==> src/rtl/if_stage.sv <==
// Instruction fetch stage: single-outstanding fetch FSM feeding a 2-entry instruction FIFO,
// with delay-slot aware redirects. Define IF_PERF_CNT_EN to add fetch/bubble counters.
package if_stage_pkg;

  typedef enum logic {
    RST_DISABLE = 1'b0,
    RST_ENABLE  = 1'b1
  } reset_status_t;

  typedef struct packed {
    logic        en;
    logic [31:0] addr;
  } jump_t;

  typedef struct packed {
    logic [31:0] addr;
    logic [31:0] data;
  } inst_t;

endpackage

module if_stage
  import if_stage_pkg::*;
#(
  parameter logic [31:0] RESET_PC = 32'h0000_0000
) (
  input  logic          clk,
  input  reset_status_t rst,
  input  logic          stall,
  input  jump_t         id_jumpreq,
  output logic          imem_req,
  output logic [31:0]   imem_addr,
  input  logic          imem_ack,
  input  logic [31:0]   imem_data,
  output inst_t         if_inst_o,
  output logic          if_valid_o
`ifdef IF_PERF_CNT_EN
  ,
  output logic [31:0]   if_perf_fetch_o,
  output logic [31:0]   if_perf_bubble_o
`endif
);

  typedef enum logic [1:0] {
    ST_IDLE  = 2'd0,
    ST_REQ   = 2'd1,
    ST_FLUSH = 2'd2
  } fetch_state_t;

  fetch_state_t state_r, state_n;
  logic [31:0]  pc_r, pc_n;
  logic [31:0]  addr_r, addr_n;
  logic         req_r;
  inst_t        fifo0_r, fifo0_n;
  inst_t        fifo1_r, fifo1_n;
  logic [1:0]   count_r, cnt_n;
  logic         valid_r;
  logic         ds_flag_r, ds_flag_n;
  logic         ds_pend_r, ds_pend_n;
  logic         redir_pend_r, redir_n;
  logic [31:0]  tgt_r, tgt_n;

  logic         pop_s;
  logic         accept_s;
  logic         ack_s;
  logic         busy_s;
  logic         keep_head_s;
  logic         wr_s;
  logic [31:0]  jump_tgt_s;
  inst_t        new_s;
  logic         unused_s;

  // Target low bits carry no meaning for word-aligned fetch.
  assign unused_s   = ^id_jumpreq.addr[1:0];
  assign jump_tgt_s = {id_jumpreq.addr[31:2], 2'b00};

  // Handshake qualifiers and redirect classification.
  always_comb begin
    pop_s       = valid_r & ~stall;
    accept_s    = id_jumpreq.en & ~stall & ~ds_flag_r & ~ds_pend_r;
    ack_s       = imem_ack & (state_r != ST_IDLE);
    // Head present at redirect: it is the delay slot and leaves this cycle.
    keep_head_s = accept_s & valid_r;
    wr_s        = ack_s & (state_r == ST_REQ) & ~keep_head_s;
    new_s       = {addr_r, imem_data};
    case (state_r)
      ST_IDLE:  busy_s = 1'b0;
      ST_REQ:   busy_s = ~imem_ack;
      ST_FLUSH: busy_s = ~imem_ack;
      default:  busy_s = 1'b0;
    endcase
  end

  // FIFO next state: pop shifts entry 1 forward, writes land behind the survivors.
  always_comb begin
    fifo0_n = fifo0_r;
    fifo1_n = fifo1_r;
    cnt_n   = count_r;
    if (keep_head_s) begin
      fifo0_n = '0;
      fifo1_n = '0;
      cnt_n   = 2'd0;
    end else begin
      if (pop_s) begin
        fifo0_n = fifo1_r;
        fifo1_n = '0;
        cnt_n   = count_r - 2'd1;
      end else begin
        cnt_n   = count_r;
      end
      if (wr_s) begin
        if (cnt_n == 2'd0) begin
          fifo0_n = new_s;
        end else begin
          fifo1_n = new_s;
        end
        cnt_n = cnt_n + 2'd1;
      end else begin
        cnt_n = cnt_n;
      end
    end
  end

  // Delay-slot tracking: ds_pend = redirect taken but delay slot not yet handed to decode.
  always_comb begin
    if (pop_s) begin
      ds_flag_n = keep_head_s | ds_pend_r;
      ds_pend_n = 1'b0;
    end else if (accept_s) begin
      ds_flag_n = ds_flag_r;
      ds_pend_n = 1'b1;
    end else begin
      ds_flag_n = ds_flag_r;
      ds_pend_n = ds_pend_r;
    end
  end

  // Fetch address sequencing and FSM next state.
  always_comb begin
    pc_n    = pc_r;
    tgt_n   = tgt_r;
    redir_n = redir_pend_r;
    addr_n  = addr_r;
    state_n = state_r;
    if (keep_head_s) begin
      pc_n    = jump_tgt_s;
      redir_n = 1'b0;
    end else if (wr_s) begin
      // The word just written is the delay slot when a redirect is pending.
      if (accept_s) begin
        pc_n = jump_tgt_s;
      end else if (redir_pend_r) begin
        pc_n    = tgt_r;
        redir_n = 1'b0;
      end else begin
        pc_n = pc_r + 32'd4;
      end
    end else if (accept_s) begin
      redir_n = 1'b1;
      tgt_n   = jump_tgt_s;
    end else begin
      pc_n = pc_r;
    end

    if (busy_s) begin
      if (keep_head_s || (state_r == ST_FLUSH)) begin
        state_n = ST_FLUSH;
      end else begin
        state_n = ST_REQ;
      end
    end else if (cnt_n == 2'd2) begin
      state_n = ST_IDLE;
    end else begin
      state_n = ST_REQ;
      addr_n  = pc_n;
    end
  end

  // State registers with synchronous reset.
  always_ff @(posedge clk) begin
    if (rst == RST_ENABLE) begin
      state_r      <= ST_IDLE;
      pc_r         <= RESET_PC;
      addr_r       <= 32'h0000_0000;
      req_r        <= 1'b0;
      fifo0_r      <= '0;
      fifo1_r      <= '0;
      count_r      <= 2'd0;
      valid_r      <= 1'b0;
      ds_flag_r    <= 1'b0;
      ds_pend_r    <= 1'b0;
      redir_pend_r <= 1'b0;
      tgt_r        <= 32'h0000_0000;
    end else begin
      state_r      <= state_n;
      pc_r         <= pc_n;
      addr_r       <= addr_n;
      req_r        <= (state_n != ST_IDLE);
      fifo0_r      <= fifo0_n;
      fifo1_r      <= fifo1_n;
      count_r      <= cnt_n;
      valid_r      <= (cnt_n != 2'd0);
      ds_flag_r    <= ds_flag_n;
      ds_pend_r    <= ds_pend_n;
      redir_pend_r <= redir_n;
      tgt_r        <= tgt_n;
    end
  end

  assign imem_req   = req_r;
  assign imem_addr  = addr_r;
  assign if_inst_o  = fifo0_r;
  assign if_valid_o = valid_r;

`ifdef IF_PERF_CNT_EN
  logic [31:0] perf_fetch_r;
  logic [31:0] perf_bubble_r;

  // Saturating fetch and bubble counters.
  always_ff @(posedge clk) begin
    if (rst == RST_ENABLE) begin
      perf_fetch_r  <= 32'h0000_0000;
      perf_bubble_r <= 32'h0000_0000;
    end else begin
      if (wr_s && (perf_fetch_r != 32'hFFFF_FFFF)) begin
        perf_fetch_r <= perf_fetch_r + 32'd1;
      end
      if (!stall && !valid_r && (perf_bubble_r != 32'hFFFF_FFFF)) begin
        perf_bubble_r <= perf_bubble_r + 32'd1;
      end
    end
  end

  assign if_perf_fetch_o  = perf_fetch_r;
  assign if_perf_bubble_o = perf_bubble_r;
`endif

endmodule
==> config.mk <==
export PLATFORM = sky130hd
export DESIGN_NAME = if_stage
export DESIGN_NICKNAME = d
export VERILOG_FILES = /design/src/rtl/if_stage.sv
export SDC_FILE = /design/constraint.sdc
export NUM_CORES = 1
export LEC_CHECK = 0
export CELL_PAD_IN_SITES_DETAIL_PLACEMENT = 0
export CELL_PAD_IN_SITES_GLOBAL_PLACEMENT = 1
export CORE_ASPECT_RATIO = 0.9
export CORE_MARGIN = 2
export CORE_UTILIZATION = 35
export CTS_CLUSTER_DIAMETER = 150
export DETAILED_ROUTE_END_ITERATION = 8
export PLACE_DENSITY_LB_ADDON = 0.1
export SLEW_MARGIN = 20
export SYNTH_ARGS = -nofsm -noshare
export SYNTH_HDL_FRONTEND = slang
export SYNTH_SLANG_ARGS = --single-unit
==> constraint.sdc <==
create_clock -name clk -period 3 [get_ports clk]
set_input_delay 0.45 -clock clk [delete_from_list [all_inputs] [get_ports clk]]
set_output_delay 0.45 -clock clk [all_outputs]
set_load 0.03 [all_outputs]
==> flow_summary.yaml <==
floorplan:
  start_util: 0.3553
  die_y_microns: 163.8
  rows: 58
  pin_count: 167
  core_sq_um: 27940
  dieArea_sq_um: 29720
  die_w_microns: 181.5
synth:
  synth_edf_count: 0
  async_reset_ff_frac: 0
  synth_nets: 1309
  synth.area.top_cells: "dfxtp_1 47%, nand2_1 11%, a21oi_1 6.4%"
  ys_seq_area_frac: 0.4659
  synth.avg_cell_area_sq_um: 8.044
  synth_area_leader_cell: "dfxtp_1"
  ys_types: 65
  ys_warn_count: 0
  ys.flop_type: "dfxtp_1"
  synth_cells: 1234
  yosysTopAreaCellShare: 0.4659
  syn-cell-area_sq_um: 9926
  synth-seq-cells: 231
placement:
  hpwl_mm: 20.37
  portBuffers: 164
  dp_slack_ps: 83.51
  placed_area_sq_um: 12140
  dpl.cell_count: 1709
  globalplace.congestion: 0.8830
critical_path:
  rr_worst_depth: 9
  slowest_delay_ps: 630
  r2r_setup_slack_ps: 610
  startpoint: "state_r[0]$_SDFF_PP0_"
  timing.rr.start: "state_r[0]$_SDFF_PP0_"
  crit_fanout: 28
  cp-start-kind: "flop"
  worstReg2RegEnd: "fifo1_r[62]$_SDFF_PP0_"
  crit_type: "reg -> reg"
  cp.required_ps: 3460
  path_cells: "inv_1 > ha_1 > and3b_1 > buf_12 > nand2_1 > nor2_4 > buf_4 > nand2_1 > a21oi_1"
  crit_slowest_cell: "nor2_4"
  cp.arrival_ps: 2850
  crit_path_frequent_cell: "nand2_1"
  end_kind: "flop"
timing:
  slew_violations: 0
  holdWs_ps: 448.7
  finClkSkew_ps: 16.99
  grt_setup_unrepaired: "false"
  max-slew-margin-rel: 0.4141
  finalSetupViolCount: 0
  worst_slew_pin_slew_ps: 878.8
  setup_ws_ps: 612.0
  fmax_mhz: 418.8
  final.min_clock_period_ps: 2388
  finalHoldViolCount: 0
  setup_tns_ps: 0
  finalCritPeriodShare: 0.7960
power:
  swShare: 0.3327
  switchingPower_mw: 3.274
  powerDensity_nw_per_um2: 753.6
  ir_worst_vdd_mv: 0.4235
  p_int_mw: 6.568
  pwr-share-comb: 0.274
  power_mw: 9.842
  pwr-share-seq: 0.382
  clkPwrFrac: 0.344
  p_leak_nw: 4.560
routing:
  top_layer_used: "met4"
  routed_wl_mm: 30.83
  via_per_inst: 5.284
  wire_per_inst_microns: 17.58
  dr.pass1.iters: 5
  drcViolationCount: 0
  dr_wl_met2_mm: 14.09
  drt.antenna.violating_nets: 0
  first_iter_violations: 615
  dr_wl_met3_mm: 1.471
  m1WireLength_mm: 14.66
  vias: 9268
status:
  status: "completed"
clocking:
  cts_tree: "done"
  htreeDepth: 1
  clock-sinks: 231
  clock-root-buffer: "clkbuf_16"
  cts_setup_buffers: 0
  cts.path.max_buffers: 3
  clk_pin_slew_worst_paths_ps: 60
  cts_resized: 0
  cts_buffers: 26
  cts_hold_buf: 0
  clkLatencyLatePin_ps: 540
finish:
  syn_to_final_growth_pct: 31.56
  final_net_count: 1452
  fin_util: 0.4674
  layout_common_cells: "280 x nand2_1, 231 x dfxtp_1, 163 x clkdlybuf4s50_1"
  antenna_cells: 0
  layout_commonest_cell: "nand2_1"
  instances_no_fill: 1754
  design_area_sq_um: 13060
  drive_gt1_frac: 0.08752
grt:
  antenna_found_initial: 0
  grt_usage: 0.2044
  grt_max_degree: 129
  grt_overflow_total: 0
  grt_pass1_wl_mm: 49.22
  grt_pass1_vias: 8844
job:
  maxCapViolations: 0
worst_hold_path:
  hp-class: "reg -> reg"
  min_path_cells: 2
  hold_start: "tgt_r[9]$_SDFFE_PP0P_"
  holdPathEnd: "tgt_r[9]$_SDFFE_PP0P_"
-- final cells by class --
| cell class | instances | area [sq um] |
|---|---|---|
| timing repair buffer | 218 | 2192 |
| tap | 360 | 450.4 |
| fill | 2801 | 14880 |
| multi-input combinational | 889 | 4828 |
| clock buffer | 38 | 795.8 |
| clock inverter | 7 | 123.9 |
| inverter | 11 | 43.79 |
| sequential | 231 | 4624 |
-- critical path: cells and delay by family (launching register included) --
kind,cells,cell delay (ps)
simple gates,4,1090
buf+inv,3,570
flops,1,330
fa+ha+maj,1,200
compound gates,1,120
-- routing by layer --
layer,vias to the layer above,global-route usage
met4,0,0.04324
met1,4394,0.2878
met5,-,0
met3,39,0.03215
li1,4622,-
met2,213,0.3319
-- power groups by stage --
| stage | Combinational (mW) | Clock, mW | Sequential [mW] |
|---|---|---|---|
| finish | 2.69 | 3.38 | 3.76 |
| global route | 2.92 | 3.59 | 3.82 |
| CTS | 2.72 | 3.48 | 3.77 |
| detailed placement | 2.71 | 0 | 3.84 |
| global placement | 2.69 | 0 | 3.84 |
| floorplan | 1.16 | 0 | 4.17 |
-- state kept, by name, summed over array words and instances (netlist names) --
register and cells:
count_r 2, ds_flag_r 1, state_r 2, tgt_r 30, if_valid_o 1, if_inst_o 64
imem_req 1, fifo1_r 64, pc_r 32, imem_addr 32, redir_pend_r 1, ds_pend_r 1
-- cell usage after synthesis (all sizes together), types with 2 or more instances --
cell      n
a211oi   11
a22o      4
buf      51
nand2b    6
a21o      2
a222oi    4
a31oi     2
nor2b     3
nor2    127
nand4    13
a22oi     9
o22ai    10
nand2   280
ha        6
and2      7
o21ba     2
clkbuf   52
a221oi    7
o21ai    17
mux2i     7
and3      6
a21oi   130
xnor2    14
or3       3
nor4      5
nand3    79
a311oi   64
or4b      2
inv      11
nor3     14
o22a     18
dfxtp   231
and4      6
xor2     11
o31a      3
-- worst max path at each step --
| stage | endpoint | slack [ps] | cells after the start |
|---|---|---|---|
| 2_1_floorplan | state_r[0]$_SDFF_PP0_ | 460 | 12 |
| 3_3_place_gp | fifo1_r[60]$_SDFF_PP0_ | 80 | 9 |
| 3_5_place_dp | fifo1_r[62]$_SDFF_PP0_ | 80 | 9 |
| 4_1_cts | fifo1_r[60]$_SDFF_PP0_ | 560 | 9 |
| 5_1_grt | imem_addr[24]$_SDFFE_PP0P_ | 370 | 6 |
| 6_report | fifo1_r[62]$_SDFF_PP0_ | 610 | 9 |
-- cell families after synthesis --
| logic type | after synthesis | share of synthesized area |
|---|---|---|
| and+or+nand+nor | 556 | 0.2427 |
| AOI/OAI and AO/OA | 294 | 0.2016 |
| DFF | 231 | 0.4659 |
| buffers and inverters | 114 | 0.05206 |
| xor gates and xnor gates | 25 | 0.02206 |
| muxes | 8 | 0.008194 |
| adders and majority gates | 6 | 0.007563 |
No activity file was read; power rests on OpenSTA's default activity.
